**src/rtl/uart_prog_pkg.sv**
```systemverilog
// Shared types and constants for the UART program loader.
// Receiver states, bit-timer sizing helper and the default terminator word.
package uart_prog_pkg;

  typedef enum logic [2:0] {
    IDLE,
    START,
    DATA,
    PARITY,
    STOP
  } rx_state_e;

  localparam logic [31:0] END_WORD_DEFAULT = 32'h0000_0FFF;

  // Bit-timer width; the timer counts 0..CLKS_PER_BIT-1.
  function automatic int unsigned bit_timer_w(input int unsigned clks);
    return (clks < 2) ? 1 : $clog2(clks);
  endfunction

endpackage

```
**src/rtl/uart_rx_core.sv**
```systemverilog
// UART byte receiver: 2-flop synchroniser, bit timer and receive FSM.
// Even-parity framing is added when UART_PROG_PARITY_EN is defined.
module uart_rx_core
  import uart_prog_pkg::*;
#(
  parameter int unsigned CLKS_PER_BIT = 16
) (
  input  logic       clk_i,
  input  logic       rst_ni,
  input  logic       rx_i,
  output logic [7:0] byte_o,
  output logic       byte_valid_o,
`ifdef UART_PROG_PARITY_EN
  output logic       parity_err_o,
`endif
  output logic       frame_err_o
);

  localparam int unsigned TW = bit_timer_w(CLKS_PER_BIT);
  localparam logic [TW-1:0] HALF_M1 = TW'(CLKS_PER_BIT / 2 - 1);
  localparam logic [TW-1:0] FULL_M1 = TW'(CLKS_PER_BIT - 1);

  logic [1:0]    sync_q;
  logic          rx_prev_q;
  logic          rx_s;
  rx_state_e     state_q, state_d;
  logic [TW-1:0] timer_q;
  logic [2:0]    bit_cnt_q;
  logic [7:0]    shift_q;
  logic          sample_c;
  logic          tick_half;
  logic          tick_full;
`ifdef UART_PROG_PARITY_EN
  logic          par_bad_q;
`endif

  assign rx_s      = sync_q[1];
  assign tick_half = (timer_q == HALF_M1);
  assign tick_full = (timer_q == FULL_M1);
  assign byte_o    = shift_q;

  // Synchroniser and edge-detect history; idle level is high.
  always_ff @(posedge clk_i or negedge rst_ni) begin
    if (!rst_ni) begin
      sync_q    <= 2'b11;
      rx_prev_q <= 1'b1;
    end else begin
      sync_q    <= {sync_q[0], rx_i};
      rx_prev_q <= sync_q[1];
    end
  end

  always_ff @(posedge clk_i or negedge rst_ni) begin
    if (!rst_ni) state_q <= IDLE;
    else         state_q <= state_d;
  end

  always_comb begin
    state_d      = state_q;
    sample_c     = 1'b0;
    byte_valid_o = 1'b0;
    frame_err_o  = 1'b0;
`ifdef UART_PROG_PARITY_EN
    parity_err_o = 1'b0;
`endif
    case (state_q)
      IDLE: begin
        if (rx_prev_q && !rx_s) state_d = START;
      end
      START: begin
        if (tick_half) begin
          sample_c = 1'b1;
          state_d  = rx_s ? IDLE : DATA;
        end
      end
      DATA: begin
        if (tick_full) begin
          sample_c = 1'b1;
          if (bit_cnt_q == 3'd7) begin
`ifdef UART_PROG_PARITY_EN
            state_d = PARITY;
`else
            state_d = STOP;
`endif
          end
        end
      end
`ifdef UART_PROG_PARITY_EN
      PARITY: begin
        if (tick_full) begin
          sample_c     = 1'b1;
          parity_err_o = rx_s ^ (^shift_q);
          state_d      = STOP;
        end
      end
`endif
      STOP: begin
        if (tick_full) begin
          sample_c    = 1'b1;
          state_d     = IDLE;
          frame_err_o = ~rx_s;
`ifdef UART_PROG_PARITY_EN
          byte_valid_o = rx_s & ~par_bad_q;
`else
          byte_valid_o = rx_s;
`endif
        end
      end
      default: state_d = IDLE;
    endcase
  end

  // Bit timer restarts on every sample so each bit is timed from the previous one.
  always_ff @(posedge clk_i or negedge rst_ni) begin
    if (!rst_ni) begin
      timer_q   <= '0;
      bit_cnt_q <= '0;
      shift_q   <= '0;
    end else begin
      if (state_q == IDLE || sample_c) timer_q <= '0;
      else                             timer_q <= timer_q + TW'(1);
      if (state_q == IDLE)                  bit_cnt_q <= '0;
      else if (state_q == DATA && sample_c) bit_cnt_q <= bit_cnt_q + 3'd1;
      if (state_q == DATA && sample_c) shift_q <= {rx_s, shift_q[7:1]};
    end
  end

`ifdef UART_PROG_PARITY_EN
  always_ff @(posedge clk_i or negedge rst_ni) begin
    if (!rst_ni)                            par_bad_q <= 1'b0;
    else if (state_q == IDLE)               par_bad_q <= 1'b0;
    else if (state_q == PARITY && sample_c) par_bad_q <= parity_err_o;
  end
`endif

endmodule

```
**src/rtl/uart_prog_loader.sv**
```systemverilog
// Boot loader: assembles UART bytes into little-endian words and writes them to
// instruction memory, holding the core in reset until END_WORD. Option: UART_PROG_PARITY_EN.
module uart_prog_loader
  import uart_prog_pkg::*;
#(
  parameter int unsigned          CLKS_PER_BIT = 16,
  parameter int unsigned          WORD_W       = 32,
  parameter int unsigned          ADDR_W       = 10,
  parameter logic [WORD_W-1:0]    END_WORD     = WORD_W'(END_WORD_DEFAULT)
) (
  input  logic              clk_i,
  input  logic              rst_ni,
  input  logic              rx_i,
  output logic              mem_we_o,
  output logic [ADDR_W-1:0] mem_addr_o,
  output logic [WORD_W-1:0] mem_wdata_o,
  output logic              core_rst_no,
  output logic              done_o,
  output logic              frame_err_o,
`ifdef UART_PROG_PARITY_EN
  output logic              parity_err_o,
`endif
  output logic              ovf_err_o
);

  localparam int unsigned LANES = WORD_W / 8;
  localparam int unsigned LW    = (LANES > 1) ? $clog2(LANES) : 1;
  localparam int unsigned AW1   = ADDR_W + 1;

  logic [7:0]        rx_byte;
  logic              rx_valid;
  logic              rx_frame_err;
  logic [WORD_W-1:0] word_q;
  logic [WORD_W-1:0] word_c;
  logic [LW-1:0]     lane_q;
  logic              lane_last;
  logic [AW1-1:0]    addr_cnt_q;
  logic              accept;
`ifdef UART_PROG_PARITY_EN
  logic              rx_parity_err;
`endif

  uart_rx_core #(
    .CLKS_PER_BIT(CLKS_PER_BIT)
  ) u_rx (
    .clk_i       (clk_i),
    .rst_ni      (rst_ni),
    .rx_i        (rx_i),
    .byte_o      (rx_byte),
    .byte_valid_o(rx_valid),
`ifdef UART_PROG_PARITY_EN
    .parity_err_o(rx_parity_err),
`endif
    .frame_err_o (rx_frame_err)
  );

  assign accept    = rx_valid & ~done_o;
  assign lane_last = (lane_q == LW'(LANES - 1));

  // Word with the incoming byte merged into the current lane.
  always_comb begin
    word_c = word_q;
    word_c[{lane_q, 3'b000} +: 8] = rx_byte;
  end

  // Address count carries one extra bit so "memory full" is distinct from wrap.
  always_ff @(posedge clk_i or negedge rst_ni) begin
    if (!rst_ni) begin
      word_q      <= '0;
      lane_q      <= '0;
      addr_cnt_q  <= '0;
      mem_we_o    <= 1'b0;
      mem_addr_o  <= '0;
      mem_wdata_o <= '0;
      core_rst_no <= 1'b0;
      done_o      <= 1'b0;
      ovf_err_o   <= 1'b0;
    end else begin
      mem_we_o <= 1'b0;
      if (accept) begin
        word_q <= word_c;
        lane_q <= lane_last ? '0 : lane_q + LW'(1);
        if (lane_last) begin
          if (word_c == END_WORD) begin
            done_o      <= 1'b1;
            core_rst_no <= 1'b1;
          end else if (!addr_cnt_q[ADDR_W]) begin
            mem_we_o    <= 1'b1;
            mem_addr_o  <= addr_cnt_q[ADDR_W-1:0];
            mem_wdata_o <= word_c;
            addr_cnt_q  <= addr_cnt_q + AW1'(1);
          end else begin
            ovf_err_o <= 1'b1;
          end
        end
      end
    end
  end

  // Sticky receive errors; input is ignored once loading is done.
  always_ff @(posedge clk_i or negedge rst_ni) begin
    if (!rst_ni)                         frame_err_o <= 1'b0;
    else if (rx_frame_err && !done_o)    frame_err_o <= 1'b1;
  end

`ifdef UART_PROG_PARITY_EN
  always_ff @(posedge clk_i or negedge rst_ni) begin
    if (!rst_ni)                         parity_err_o <= 1'b0;
    else if (rx_parity_err && !done_o)   parity_err_o <= 1'b1;
  end
`endif

endmodule
```
**config.mk**
```make
export PLATFORM = sky130hd
export DESIGN_NAME = uart_prog_loader
export DESIGN_NICKNAME = d
export VERILOG_FILES = /design/src/rtl/uart_prog_pkg.sv /design/src/rtl/uart_rx_core.sv /design/src/rtl/uart_prog_loader.sv
export SDC_FILE = /design/constraint.sdc
export NUM_CORES = 1
export LEC_CHECK = 0
export BUFFER_PORTS_ARGS = -buffer_cell sky130_fd_sc_hd__buf_4
export CAP_MARGIN = 10
export CORE_UTILIZATION = 53
export CTS_CLUSTER_SIZE = 30
export DETAILED_ROUTE_END_ITERATION = 12
export PLACE_DENSITY = 0.75
export SYNTH_ARGS = -nofsm -noshare
export SYNTH_HDL_FRONTEND = slang
export SYNTH_SLANG_ARGS = --single-unit
```
**constraint.sdc**
```tcl
create_clock -name clk_i -period 2.91 [get_ports clk_i]
set_input_delay 0.291 -clock clk_i [delete_from_list [all_inputs] [get_ports clk_i]]
set_output_delay 0.291 -clock clk_i [all_outputs]
set_load 0.02 [all_outputs]
```
Word-level counts from Yosys, hierarchy flattened. Cells that the tools add are included.

Bits in registers: 112. Input port bits: 3. Output and inout bits: 47. Logic and storage cells: 79.

Add/subtract/negate cells: 5. Eq/ne operators: 13. Shift-type cells: 2. Multiplexer cells: 24. Bitwise gates (word level): 5. Reductions and logical operators: 14.

Operators by type and width (count): $bwmux 32 (1); $eq 32x12->1 const B (1); $shift 8x7->32 const A (1); $shiftx 8x7->32 (1); $mux 3 (7); $pmux 3 s4 (1); $add 11x1->11 const B (1); $mux 11 (1); $mux 1 (10); $ne 2x1->1 const B (5); $reduce_and 4->1 (2); $neg 5->7 (1); $eq 3x3->1 const B (2); $reduce_and 3->1 (2); $reduce_and 5->1 (1); $add 4x1->4 const B (1); $eq 4x3->1 const B (1); $eq 4x4->1 const B (1); $mux 2 (2); $mux 4 (1); $not 1->1 (4); $add 3x1->3 const B (1); $eq 3x1->1 const B (1); $eq 3x2->1 const B (1); 10 further kinds (13).

Logic depth before layout (Yosys ltp).
Word-level depth: 7. Gate-level depth with buffers: 11. Mapped depth without buffers: 8.

Modules after synthesis. Synthesis repeated with hierarchy kept, for this count alone.

Cells, all modules: 471. Area total of the unflattened synthesis: 5356.4 um^2.

By module, submodules not included: uart_prog_loader (times used 1, cells each 387, area an instance 4334.2 um^2, sequential area each 2277.2 um^2); uart_rx_core (times used 1, cells each 84, area an instance 1022.2 um^2, sequential area each 529.3 um^2).

Worst setup path after synthesis. Ideal clock, no wire load.

Path kind: reg-to-reg. From: register lane_q[0]. To: register mem_addr_o[0]. Setup time: 0.125 ns. Arrival: 2.966 ns. Required time: 2.785 ns. Slack: -0.181 ns. Stages on the path, launching flop included: 10. Path buffers: 1. Clock period less this slack: 3.091 ns. Cells stage by stage: dfrtp_1 -> inv_1 -> ha_1 -> nor2_4 -> a31oi_1 -> or4_4 -> a2111oi_4 -> a21oi_4 -> buf_6 -> mux2_4.

Longest elaborated chain between the ends: 6. Elaborated cells on any way between the ends: 8. Those cells by class: 1 x add/sub; 2 x eq/ne; 2 x shift; 1 x mux; 1 x bitwise; 1 x reduce/logical.

Ends and longest elaborated chain: from (decl) (RTL line uart_prog_loader.sv:35) `logic [LW-1:0] lane_q;`; from (signal assigned) (RTL line uart_prog_loader.sv:82) `lane_q <= lane_last ? '0 : lane_q + LW'(1);`; $neg 5->7 (RTL line uart_prog_loader.sv:63) `word_c[{lane_q, 3'b000} +: 8] = rx_byte;`; $shiftx 8x7->32 or $shift 8x7->32 (tied branches) (RTL line uart_prog_loader.sv:63); $bwmux 32 (RTL line uart_prog_loader.sv:63); $eq 32x12->1 (RTL line uart_prog_loader.sv:84) `if (word_c == END_WORD) begin`; $not 1->1 (no line); $reduce_and 4->1 (no line) (*); to (signal assigned) (RTL line uart_prog_loader.sv:89) `mem_addr_o <= addr_cnt_q[ADDR_W-1:0];`; to (decl) (RTL line uart_prog_loader.sv:15) `output logic [ADDR_W-1:0] mem_addr_o,`.

Every way passes the cells marked *; elsewhere a longest branch is shown, timed or not. A chain may end at the register's enable or synchronous reset.

Worst setup path in the final report.
From: register u_rx.timer_q[0]. To: register mem_addr_o[6].

Longest elaborated chain between the ends: 5.

Ends and longest elaborated chain: from (decl) (RTL line uart_rx_core.sv:27) `logic [TW-1:0] timer_q;`; from (signal assigned) (RTL line uart_rx_core.sv:121) `else timer_q <= timer_q + TW'(1);`; $eq 4x4->1 (RTL line uart_rx_core.sv:39) `assign tick_full = (timer_q == FULL_M1);`; $mux 1 (RTL line uart_rx_core.sv:98) `if (tick_full) begin`; $mux 1 (RTL line uart_rx_core.sv:66) `case (state_q)`; $and 1x1->1 (RTL line uart_prog_loader.sv:57) `assign accept = rx_valid & ~done_o;`; $reduce_and 4->1 (no line).

No other way between the ends.

==> results by group <==
Status
  • Outcome: finished clean

GRT
  • Antenna violations before repair: 0
  • GRT Overall Usage: approximately a quarter
  • Global route overflow: 0
  • Largest net degree at the start of global routing: 68
  • First-pass GRT wire length: 19300 um
  • Number of global-route vias before repair: 3696

Die
  • Die Ht: 101 um
  • Initial core utilization: 55.3%
  • # rows: 35
  • Die ar.: around 0.01 mm2
  • Die Width: between 100 and 150 um
  • # IOs: 50
  • Core box area: 0.00937 mm2

Yosys
  • Post-synthesis cell type count: 60
  • Primary FF master, synth: dfrtp_1
  • Syn avg cell area: about 12 um2
  • Yosys Warn Count: 0
  • Synth Cell Area: 0.00518 mm2
  • Number of synthesized flops with an enable pin: 0
  • Async SR Flop Fraction: 100%
  • Mapped Nets: 451
  • Cell count after synthesis: 438
  • Sequential-to-total area share from yosys stat: between 50% and 60%
  • Flop and latch count out of synthesis: between 100 and 150

Layout
  • Count of non-filler cells in the finished layout: 634
  • Post-layout util: between 60% and 70%
  • P&R area growth vs syn: 17.9%
  • Number of antenna diodes: 0
  • Final nets: around 500
  • Fin area: between 0.006 and 0.007 mm2
  • Ratio of cells with drive above 1 in the final layout: a little over a quarter

Worst setup path
  • Startpoint Class: register
  • Crit-path cells: ha_1 -> nand4b_1 -> nor4_4 -> nand2_1 -> or2_2 -> a21oi_4 -> buf_12 -> mux2_2
  • Critical R2R Launch: u_rx.timer_q[0]
  • Setup crit end kind: register
  • Buf/Inv on CP: 1
  • Reg2reg end: mem_addr_o[6]
  • Critical path startpoint: u_rx.timer_q[0]
  • Arr. time, crit path: 3020 ps
  • CP max stage delay: around 490 ps
  • Critical path type: register to register
  • Slowest CP cell: or2_2
  • Worst EP required: around 3200 ps
  • CP max FO: 25
  • Worst reg2reg setup slack: ~160 ps
  • Reg2reg path depth: 8
  • Crit-path leading delay family: simple AND/OR/NAND/NOR gates

Clocking
  • Clock sinks: ~110
  • Root Buffer: clkbuf_8
  • Clk_lat worst skew: 380 ps
  • CTS tree: built
  • H-tree depth: 3
  • Setup Fix Bufs, Post-CTS: 0
  • Clock buffer depth: 2
  • Num CTS Buffers: 9
  • Clk slew on worst S/H paths: between 100 and 150 ps

Placement
  • Dpl cell area: 0.00582 mm2
  • Dpl ws: about 60 ps
  • PortBufs: about 50
  • Dpl hpwl: ~8000 um
  • Final Wtd Congestion: a little over 0.9
  • Placed Cells: 616

Run
  • # Max-Cap Violations: 0

Timing
  • Final setup fails: 0
  • Slew margin rel.: between 40% and 50%
  • RSZ-0062 raised after global routing: no
  • Crit share post-route: between 90% and 100%
  • Minimum clock period: 2750 ps
  • Slew Limit Fails: 0
  • Worst Skew: 11.2 ps
  • Worst Tran Pin Value: approximately 760 ps
  • Hold Vio Cnt, Final: 0
  • F_max: around 360 MHz
  • Setup ws final: approximately 160 ps

Power
  • Combinational power share: approximately 4.5%
  • Maximum vdd drop: 0.000395 V
  • Sw Ratio: between 20% and 30%
  • Leakage: 0.00292 uW
  • Seq pwr share: 56.5%
  • Pwr/cell area: about 470 mW/mm2
  • Net switching power: 641 uW
  • Clock share of power: about two fifths
  • Tot Pwr: between 2000 and 3000 uW
  • Int Pwr: around 2200 uW

Hold path
  • Hold wc startpoint: u_rx.sync_q[0]
  • Hold Path Depth: 0
  • Hold Path End: u_rx.sync_q[1]
  • Hold/Removal Path Class: register to register

Routing
  • DR iter-0 viols: 270
  • DRC viols: 0
  • Via count: about 3800
  • Wirelength, routed: 11600 um
  • Routed Antenna Nets: 0
  • Routed WL per cell: between 15 and 20 um
  • First-pass iteration count of the detailed router: 5
  • Via-per-instance ratio: between 5 and 6
==> cells in the mapped netlist (all sizes together), types with 3 or more instances <==
master   number  area, um2
dfrtp       109       2730
mux2         26        338
a22o         24        210
nor2         23       93.8
nand2        22       82.6
inv          19       71.3
a21oi        18        101
nor2b        18        113
clkbuf       14       52.6
a31oi        13       81.3
buf          12       85.1
ha           10        125
nand3        10       50.1
o21a         10       75.1
xor2          9       78.8
a2bb2oi       8       70.1
mux2i         8       80.1
a221oi        7       61.3
nor3          6       30.0
o21ai         6       30.0
a211oi        5       37.5
a2111oi       4       53.8
and3          4       25.0
nand2b        4       25.0
nor4          4       55.1
dfstp         3       78.8
nand4         3       18.8
nand4b        3       26.3
==> layout by cell type, fill, tap and decap left out, types with 10 or more instances in the layout <==
| cell | count |
|---|---|
| dfrtp_1 | 108 |
| buf_4 | 72 |
| a22o_1 | 24 |
| nor2_1 | 22 |
| nand2_1 | 22 |
| inv_1 | 18 |
| nor2b_1 | 18 |
| a21oi_1 | 17 |
| mux2_2 | 14 |
| mux2_4 | 12 |
| a31oi_1 | 11 |
| nand3_1 | 10 |
| o21a_1 | 10 |
| clkbuf_8 | 10 |
==> metal layers <==
layer | GRT usage (%) | up-vias | wire (um)
met2 | 38.8 | 116 | 5560
met4 | 8.03 | 0 | 216
met1 | 35.0 | 1895 | 5330
met5 | 0 | - | 0
met3 | 4.58 | 18 | 500
li1 | - | 1722 | -
==> flip-flops by register name, indices dropped and copies added (netlist names), 3 cells and up <==
name,count
addr_cnt_q,11
mem_addr_o,10
mem_wdata_o,32
u_rx.bit_cnt_q,3
u_rx.byte_o,8
u_rx.state_q,3
u_rx.timer_q,4
word_q,32
==> per-stage QoR <==
stage | hold WS, ps | setup TNS (ps)
final | 366 | 0
after global placement | 329 | 0
after floorplan | -4.59 | -926
after detailed placement | 335 | 0
after global routing | 373 | 0
after CTS | 6.03 | 0
==> timing repair <==
action                                  CTS  global route
hold endpoints to repair                 42             1
endpoints found under the setup margin    0            30
hold buffers                              1             1
resized for setup                         0             5
==> area by class of cell <==
cell class | instances | area [um2]
Fill cell | 727 | 3260
Sequential cell | 112 | 2810
Multi-Input combinational cell | 281 | 2190
Timing Repair Buffer | 77 | 621
Tap cell | 129 | 161
Clock buffer | 10 | 138
Clock inverter | 6 | 115
Inverter | 19 | 71.3
==> cells by family after synthesis <==
| group | share of synthesized area, % |
|---|---|
| AOI/OAI and AO/OA | 16.5 |
| xor gates and xnor gates | 1.86 |
| adders and majority gates | 2.61 |
| buffers and inverters | 4.03 |
| DFF | 54.2 |
| muxes | 8.07 |
| and+or+nand+nor | 12.7 |
==> how the worst max path moves through the flow <==
stage / endpoint / slack, ps / cells after the start
2_1_floorplan: mem_addr_o[0] / -80 / 9
3_3_place_gp: mem_addr_o[4] / 130 / 9
3_5_place_dp: mem_addr_o[4] / 60 / 9
4_1_cts: mem_wdata_o[10] / 50 / 9
5_1_grt: mem_addr_o[6] / 6 / 8
6_report: mem_addr_o[6] / 160 / 8
==> power groups by stage <==
stage | Clock (uW) | Combinational [uW] | Sequential (uW)
after floorplan | 0 | 82.0 | 1650
after CTS | 1150 | 132 | 1630
after global routing | 1200 | 156 | 1630
after detailed placement | 0 | 131 | 1660
final | 1130 | 129 | 1630
after global placement | 0 | 124 | 1650
Power figures use the tool's default switching activity.
